[src/rtl/mem_ctrl_pkg.sv]
// mem_ctrl_pkg: shared command encodings, FSM states and defaults for the memory access controller
package mem_ctrl_pkg;
  localparam logic [1:0] CNTRL_IDLE  = 2'b00;
  localparam logic [1:0] CNTRL_READ  = 2'b01;
  localparam logic [1:0] CNTRL_WRITE = 2'b10;
  localparam int TIMEOUT_DEFAULT    = 64;
  localparam int FIFO_DEPTH_DEFAULT = 2;
  localparam int REQ_W              = 26;
  typedef enum logic [1:0] {
    ST_IDLE    = 2'd0,
    ST_ACCESS  = 2'd1,
    ST_RELEASE = 2'd2
  } state_t;
  typedef struct packed {
    logic        we;
    logic        ind;
    logic [7:0]  addr;
    logic [15:0] wdata;
  } req_t;
endpackage

[src/rtl/req_fifo.sv]
// req_fifo: small request buffer with registered occupancy count; push and pop may share a cycle
module req_fifo #(
  parameter int DEPTH = 2,
  parameter int W     = 26
) (
  input  logic         clk,
  input  logic         rst_n,
  input  logic         i_push,
  input  logic [W-1:0] i_data,
  input  logic         i_pop,
  output logic [W-1:0] o_data,
  output logic         o_full,
  output logic         o_empty
);
  localparam int AW = DEPTH > 1 ? $clog2(DEPTH) : 1;
  localparam int CW = $clog2(DEPTH + 1);
  logic [W-1:0]  r_mem [DEPTH];
  logic [AW-1:0] r_wr_ptr;
  logic [AW-1:0] r_rd_ptr;
  logic [CW-1:0] r_cnt;
  logic          w_push;
  logic          w_pop;
  function automatic logic [AW-1:0] nxt(input logic [AW-1:0] p);
    return p == AW'(DEPTH - 1) ? '0 : p + AW'(1);
  endfunction
  assign o_full  = r_cnt == CW'(DEPTH);
  assign o_empty = r_cnt == '0;
  assign w_pop   = i_pop & ~o_empty;
  assign w_push  = i_push & (~o_full | w_pop);
  assign o_data  = r_mem[r_rd_ptr];
  // pointer and occupancy tracking; a full buffer still accepts a push when the head leaves
  always_ff @(posedge clk or negedge rst_n)
    if (!rst_n) begin
      r_wr_ptr <= '0;
      r_rd_ptr <= '0;
      r_cnt    <= '0;
    end else begin
      if (w_push) r_wr_ptr <= nxt(r_wr_ptr);
      if (w_pop) r_rd_ptr <= nxt(r_rd_ptr);
      r_cnt <= r_cnt + CW'(w_push) - CW'(w_pop);
    end
  // entry storage needs no reset: only slots covered by the count are ever read
  always_ff @(posedge clk)
    if (w_push) r_mem[r_wr_ptr] <= i_data;
endmodule

[src/rtl/mem_access_ctrl.sv]
// mem_access_ctrl: buffers CPU requests and sequences them one at a time onto a handshaked memory port
module mem_access_ctrl
  import mem_ctrl_pkg::*;
#(
  parameter int TIMEOUT    = TIMEOUT_DEFAULT,
  parameter int FIFO_DEPTH = FIFO_DEPTH_DEFAULT
) (
  input  logic        clk,
  input  logic        rst_n,
  input  logic        cpu_req,
  input  logic        cpu_we,
  input  logic        cpu_ind,
  input  logic [7:0]  cpu_addr,
  input  logic [15:0] cpu_wdata,
  output logic        cpu_ack,
  output logic        cpu_done,
  output logic        cpu_err,
  output logic [15:0] cpu_rdata,
  output logic [1:0]  cntrl,
  output logic [7:0]  addr,
  output logic        isIndirect,
  output logic [15:0] dataIn,
  input  logic [15:0] dataOut,
  input  logic        dataReady
);
  localparam int CW = $clog2(TIMEOUT) + 1;
  state_t        r_state;
  logic [CW-1:0] r_cnt;
  req_t          w_head;
  logic          w_full;
  logic          w_empty;
  logic          w_pop;
  assign cpu_ack = cpu_req & ~w_full & rst_n;
  assign w_pop   = (r_state == ST_IDLE) & ~w_empty;
  req_fifo #(
    .DEPTH (FIFO_DEPTH),
    .W     (REQ_W)
  ) u_fifo (
    .clk     (clk),
    .rst_n   (rst_n),
    .i_push  (cpu_ack),
    .i_data  ({cpu_we, cpu_ind, cpu_addr, cpu_wdata}),
    .i_pop   (w_pop),
    .o_data  (w_head),
    .o_full  (w_full),
    .o_empty (w_empty)
  );
  // access sequencer: issue head, hold command until dataReady or timeout, then one idle release cycle
  always_ff @(posedge clk or negedge rst_n)
    if (!rst_n) begin
      r_state    <= ST_IDLE;
      r_cnt      <= '0;
      cntrl      <= CNTRL_IDLE;
      addr       <= '0;
      isIndirect <= 1'b0;
      dataIn     <= '0;
      cpu_done   <= 1'b0;
      cpu_err    <= 1'b0;
      cpu_rdata  <= '0;
    end else begin
      cpu_done <= 1'b0;
      case (r_state)
        ST_IDLE:
          if (w_pop) begin
            cntrl      <= w_head.we ? CNTRL_WRITE : CNTRL_READ;
            addr       <= w_head.addr;
            isIndirect <= w_head.ind;
            dataIn     <= w_head.wdata;
            r_cnt      <= '0;
            r_state    <= ST_ACCESS;
          end
        ST_ACCESS: begin
          r_cnt <= r_cnt + CW'(1);
          if (dataReady) begin
            cpu_done <= 1'b1;
            cpu_err  <= 1'b0;
            if (cntrl == CNTRL_READ) cpu_rdata <= dataOut;
            cntrl    <= CNTRL_IDLE;
            r_state  <= ST_RELEASE;
          end else if (r_cnt == CW'(TIMEOUT - 1)) begin
            cpu_done  <= 1'b1;
            cpu_err   <= 1'b1;
            cpu_rdata <= '0;
            cntrl     <= CNTRL_IDLE;
            r_state   <= ST_RELEASE;
          end
        end
        default: r_state <= ST_IDLE;
      endcase
    end
endmodule

[config.mk]
export PLATFORM = sky130hd
export DESIGN_NAME = mem_access_ctrl
export DESIGN_NICKNAME = d
export VERILOG_FILES = /design/src/rtl/mem_ctrl_pkg.sv /design/src/rtl/req_fifo.sv /design/src/rtl/mem_access_ctrl.sv
export SDC_FILE = /design/constraint.sdc
export NUM_CORES = 1
export LEC_CHECK = 0
export CORE_ASPECT_RATIO = 1.1
export CORE_MARGIN = 3
export CORE_UTILIZATION = 44
export DETAILED_ROUTE_END_ITERATION = 10
export PLACE_DENSITY = 0.82
export SKIP_CTS_REPAIR_TIMING = 1
export SLEW_MARGIN = 20
export SYNTH_ARGS = -nofsm -noshare
export SYNTH_HDL_FRONTEND = slang
export SYNTH_SLANG_ARGS = --single-unit
[constraint.sdc]
create_clock -name clk -period 2.8 [get_ports clk]
set_clock_uncertainty 0.15 [all_clocks]
set_input_delay 0.42 -clock clk [delete_from_list [all_inputs] [get_ports clk]]
set_output_delay 0.42 -clock clk [all_outputs]
set_load 0.05 [all_outputs]
==> reports/results.txt, run 1 <==
Vias post-DR - 2472
Setup_tns - 0 ns
Slowest CP cell - clkdlybuf4s50_1
Hold Worst Slack - 0.0933 ns
Number of fill cells - 707
Die area - 10600 sq um
Unrepaired setup endpoints after global routing - false
Max Used Layer - met4
VDD IR-drop max - 648 uV
N_diodes - 0
WP data required - 2.23 ns
Final WL - 7480 um
Worst-margin pin slew - 0.788 ns
Area delta synth->final - 29.9%
Worst EP arrival - 1.66 ns
Count of final setup violators - 0
CTS tree - done
First-pass DRT Iterations - 5
Total of max-cap violations - 0
Post-Syn Instances - 275
Crit path max fanout - 4
DR WL/cell - 15.3 um
Vias in the first global route - 2514
Reg2reg setup slack - 1.00 ns
Met2 WL - 3910 um
Tot GR Track Use - 14.8%
Vias per cell - 5.07
Port bufs - 91
CP delay by family, top - buffers and inverters
Initial antenna violation count - 0
Core Area - 9010 sq um
Placement Cell Area - 5160 sq um
Register area share after synthesis - 73.0%
Distinct cells, synth - 32
Post-route DRC - 0
Crit share post-route - 79.5%
CP peak stage delay - 0.84 ns
Synth warn - 0
Clk sinks - 110
DRT iter0 DRCs - 101
First-pass GRT wire length - 12300 um
Crit Path Class - register to output pin
Max clock buf depth - 2
Number of buffers created by CTS - 9
Synth Register Bits - 110
Initial Util - 45.8%
Slew headroom - 47.5%
Setup crit start kind - register
Max Clk Rate - 449 MHz
Chip height - 108 um
Post-DRT Antenna Nets - 0
Clk slew on worst S/H paths - 0.10 ns
Routability congestion estimate - 0.761
Pwr/cell area - 1150 nW/um^2
Clk_lat worst skew - 0.35 ns
Met1 wire length - 3100 um
Total congestion overflow - 0
Status - completed
Post-Synthesis Cell Area - 4130 sq um
Final worst slack - 0.573 ns
CTS Root Cell - clkbuf_8
Final instance area - 5360 sq um
H-tree depth - 3
Post-DP HPWL - 5060 um
Final Critical Period - 2.23 ns
Largest net degree at the start of global routing - 59
Worst-path cell chain - clkdlybuf4s50_1
Final count of hold timing violations - 0
CP Capture Type - output pin
Slew Viols, Final - 0
Pre-CTS setup slack - 0.543 ns
Syn_area_per_cell - 15.0 sq um
Worst min-delay path category - input pin to asynchronous set/reset pin
Metal3 WL - 401 um
IO Pins - 92
Cell Count, Final, Fillers Out - 488
Row count - 36
Placed cells - 472
Fraction of layout cells with a size suffix above 1 - 7.75%
CP Buf/Inv Count - 1
Total Nets Final - 418
Die W - 98.4 um
Lkg Pwr - 2.15 nW
Syn Nets - 324
## metrics by stage
stage / utilization, % / total power [mW]
global placement: 57.3 / 5.20
CTS: 59.5 / 6.24
global route: 59.5 / 6.53
floorplan: - / 4.36
finish: 59.5 / 6.17
detailed placement: 57.3 / 5.29
## final timing paths
kind                                 startpoint               to  cells past startpoint
worst max-delay path                   cntrl[1]         cntrl[1]                      1
worst min-delay path                      rst_n       r_state[0]                      2
worst max register to register  u_fifo.r_cnt[1]  u_fifo.r_cnt[1]                      7
worst min register to register       dataIn[11]       dataIn[11]                      2
max in group asynchronous                 rst_n  u_fifo.r_rd_ptr                      2
min in group clk                     dataIn[11]       dataIn[11]                      2
## sequential cells by signal (all words and copies together), names as in the netlist, 2 cells and up
name,count
addr,8
cntrl,2
cpu_rdata,16
dataIn,16
r_cnt,7
r_state,2
u_fifo.r_cnt,2
u_fifo.r_mem,52
## cell usage in the layout, fill, tap and decap left out, types with 2 or more instances in the layout
cell type,instances
clkdlybuf4s50_1,89
dfrtp_1,57
edfxtp_1,52
nand2_1,32
o21ai_0,30
mux2i_1,29
a22o_1,18
clkbuf_8,10
a21oi_1,6
buf_4,5
inv_1,4
nor2_1,4
xnor2_1,3
and2_1,3
ha_1,3
o21ai_4,2
nand3_4,2
xor2_1,2
nand3_1,2
clkbuf_1,2
## cell families (layout without fill, tap and decap cells)
logic type | count (synthesis) | in the layout | synth area share, %
xor gates and xnor gates | 5 | 5 | 1.06
DFF | 110 | 110 | 73.0
AOI/OAI and AO/OA | 61 | 61 | 9.55
and+or+nand+nor | 49 | 49 | 6.15
muxes | 29 | 29 | 7.03
buffers and inverters | 18 | 117 | 2.30
adders and majority gates | 3 | 3 | 0.909
## area by class of cell
cell class	instances	area (sq um)	area share (%)
multi-input cells	147	1030	19.3
inverters	5	18.8	0.350
repair buffers	96	953	17.8
clock buffers	12	145	2.71
clock inverters	4	55.1	1.03
flip-flops and latches	110	3010	56.2
well taps	114	143	2.66
## report_power, final
| group | internal (mW) | total, mW | switching [mW] |
|---|---|---|---|
| logic | 0.973 | 2.71 | 1.74 |
| clock network | 0.446 | 0.949 | 0.503 |
| registers | 2.16 | 2.51 | 0.347 |
| total | 3.58 | 6.17 | 2.59 |
## worst register-to-register path, delay by kind of cell (launching register included)
family | cells | cell delay (ns)
compound gates | 1 | 0.17
xor+xnor | 2 | 0.29
fa+ha+maj | 2 | 0.49
buf+inv | 2 | 0.16
flops | 1 | 0.45
## synthesized netlist by cell type (all sizes together)
master	count	area (sq um)
edfxtp	52	1560
a21oi	6	30.0
ha	3	37.5
nand2b	1	6.26
clkbuf	3	11.3
xnor2	3	26.3
nand3b	1	7.51
nand2	32	120
buf	10	65.1
nor2	4	15.0
a22o	18	158
nor2b	1	6.26
nor4	1	21.3
and3	1	6.26
o22ai	1	6.26
o211ai	1	7.51
o2bb2ai	1	8.76
and2b	1	7.51
nand3	4	45.0
o31ai	1	7.51
o21ai	33	176
inv	5	18.8
xor2	2	17.5
dfrtp	58	1450
and2	3	18.8
mux2i	29	290
## routing by layer
layer,global-route usage (%),vias up
li1,-,1187
met1,17.7,1204
met2,26.3,75
met3,4.08,6
met4,4.10,0
met5,0,-
Power figures use the tool's default switching activity.
==> inputs of run 2 (changes only) <==
Settings changed: PLACE_DENSITY 0.82 to 0.85.
Clock period 2.8 ns to 1.8 ns, I/O delays scaled along.
==> reports/results.txt, run 2 (synthesis gave the netlist of run 1 again) <==
Final count of hold timing violations - 58 (+58)
Power consumption - 9.69 mW (+57%)
Tot GR Track Use - 15.4% (+0.57 points)
Register Area - 3020 sq um (about the same)
CP peak stage delay - 0.45 ns (-0.39 ns)
Worst-path cell chain - o21ai_4 -> inv_1 -> ha_1 -> inv_1 -> ha_1 -> xnor2_2 -> xnor2_1
Clk_lat worst skew - 0.35 ns (about the same)
Die area - 10600 sq um (unchanged)
Number of buffers created by CTS - 9 (unchanged)
Crit Path Class - register to register
DRT iter0 DRCs - 78 (-23%)
Post-DP HPWL - 5370 um (+6.2%)
Max Clk Rate - 573 MHz
Failing checks - hold timing
Final instance area - 5430 sq um (+1.3%)
Vias per cell - 5.11 (+0.93%)
Hold Worst Slack - -0.0584 ns (-0.152 ns)
Multi-input gate area - 1070 sq um (+3.4%)
VDD IR-drop max - 913 uV (+41%)
Number of fill cells - 709 (+0.28%)
Initial Util - 45.8% (unchanged)
Most frequent cells in the layout - 56 x dfrtp_1, 52 x buf_4, 52 x edfxtp_1
Final WL - 8040 um (+7.5%)
Slew headroom - 49.7% (+2.3 points)
H-tree depth - 3 (unchanged)
Core Area - 9010 sq um (unchanged)
Slowest CP cell - dfrtp_2
Initial antenna violation count - 1 (+1)
Worst EP arrival - 1.83 ns (+0.17 ns)
Routability congestion estimate - 0.767 (+0.88%)
Clk sinks - 110 (unchanged)
Post-DRT Antenna Nets - 0 (unchanged)
Chip height - 108 um (unchanged)
Total of max-cap violations - 0 (unchanged)
IO Pins - 92 (unchanged)
Status - complete, but fails checks
Max clock buf depth - 2 (unchanged)
Die W - 98.4 um (unchanged)
First-pass DRT Iterations - 4 (-1)
Biggest regs - u_fifo.r_mem: 52 flops, cpu_rdata: 16 flops, dataIn: 16 flops
CP Capture Type - register
Clk slew on worst S/H paths - 0.10 ns (about the same)
Total Nets Final - 428 (+2.4%)
Area delta synth->final - 31.6%
Cell Count, Final, Fillers Out - 498 (+2.0%)
Pwr/cell area - 1780 nW/um^2 (+55%)
Row count - 36 (unchanged)
Port bufs - 91 (unchanged)
Final Critical Period - 1.74 ns
Setup_tns - 0 ns (unchanged)
Crit path max fanout - 3 (-1)
Largest net degree at the start of global routing - 59 (unchanged)
Count of final setup violators - 0 (unchanged)
WP data required - 1.89 ns (-0.34 ns)
Unrepaired setup endpoints after global routing - true
Max FFs per register - 52 (unchanged)
CTS tree - done
Vias in the first global route - 2576 (+2.5%)
Post-route DRC - 0 (unchanged)
DR WL/cell - 16.1 um (+5.4%)
Crit share post-route - 96.9%
Worst-margin pin slew - 0.754 ns (-0.0342 ns)
Placement Cell Area - 5190 sq um (+0.51%)
CTS Root Cell - clkbuf_8
Most common cell after layout, fill and taps aside - dfrtp_1
Slew Viols, Final - 0 (unchanged)
Vias post-DR - 2546 (+3.0%)
Placed cells - 478 (+1.3%)
First-pass GRT wire length - 12700 um (+3.9%)
Fraction of layout cells with a size suffix above 1 - 23.2% (+15 points)
Setup crit start kind - register
Worst min-delay path category - input pin to asynchronous set/reset pin
Lkg Pwr - 2.28 nW (+6.1%)
Largest register by flop count - u_fifo.r_mem
Total congestion overflow - 0 (unchanged)
==> run 2: cell count changes in the layout (fill, tap and decap cells not counted), sizes merged <==
cell / previous run / this run
buf: 7 / 61
clkbuf: 12 / 10
clkdlybuf4s50: 89 / 44
clkinv: 0 / 2
diode: 0 / 1
inv: 7 / 6
nand3: 4 / 5
==> run 2: worst max-delay path: cells and delay by family, from the launching register on <==
| family | cells | cell delay (ns) |
|---|---|---|
| xor gates and xnor gates | 2 | 0.28 |
| adders and majority gates | 2 | 0.49 |
| DFF | 1 | 0.45 |
| buffers and inverters | 2 | 0.11 |
| AOI/OAI and AO/OA | 1 | 0.15 |
==> run 2: path summary, 6_finish.rpt <==
kind	from	end	slack, ns	cells past startpoint
worst max-delay path	u_fifo.r_cnt[1]	u_fifo.r_cnt[1]	0.06	7
min in group clk	dataIn[0]	dataIn[0]	0.34	2
worst min register to register	dataIn[0]	dataIn[0]	0.34	2
worst min-delay path	rst_n	cpu_err	-0.06	2
worst max register to register	u_fifo.r_cnt[1]	u_fifo.r_cnt[1]	0.06	7
max in group asynchronous	rst_n	u_fifo.r_rd_ptr	1.00	2
==> run 2: per-stage QoR <==
stage          util (%)  setup slack (ns)
2_1_floorplan         -            0.0587
4_1_cts            59.7            0.0145
3_3_place_gp       57.6            -0.111
6_report           60.3            0.0558
5_1_grt            60.3           -0.0588
3_5_place_dp       57.6            -0.181
==> run 2: routing by layer <==
metal  track usage (%)  part of all wire [%]
met2              25.7                    52
met3              3.76                   6.0
met5                 0                     0
met1              19.4                    41
met4              5.85                   1.0
==> run 2: area by class of cell <==
| class | count | area share (%) |
|---|---|---|
| inverters | 5 | 0.346 |
| multi-input cells | 148 | 19.7 |
| repair buffers | 105 | 18.3 |
| clock buffers | 10 | 2.35 |
| clock inverters | 5 | 1.11 |
| well taps | 114 | 2.63 |
| flip-flops and latches | 110 | 55.5 |
| diodes | 1 | 0.0461 |
==> run 2: power by group <==
group | switching (mW) | internal, mW
sequential | 0.474 | 3.36
combinational | 2.87 | 1.56
clock | 0.775 | 0.642
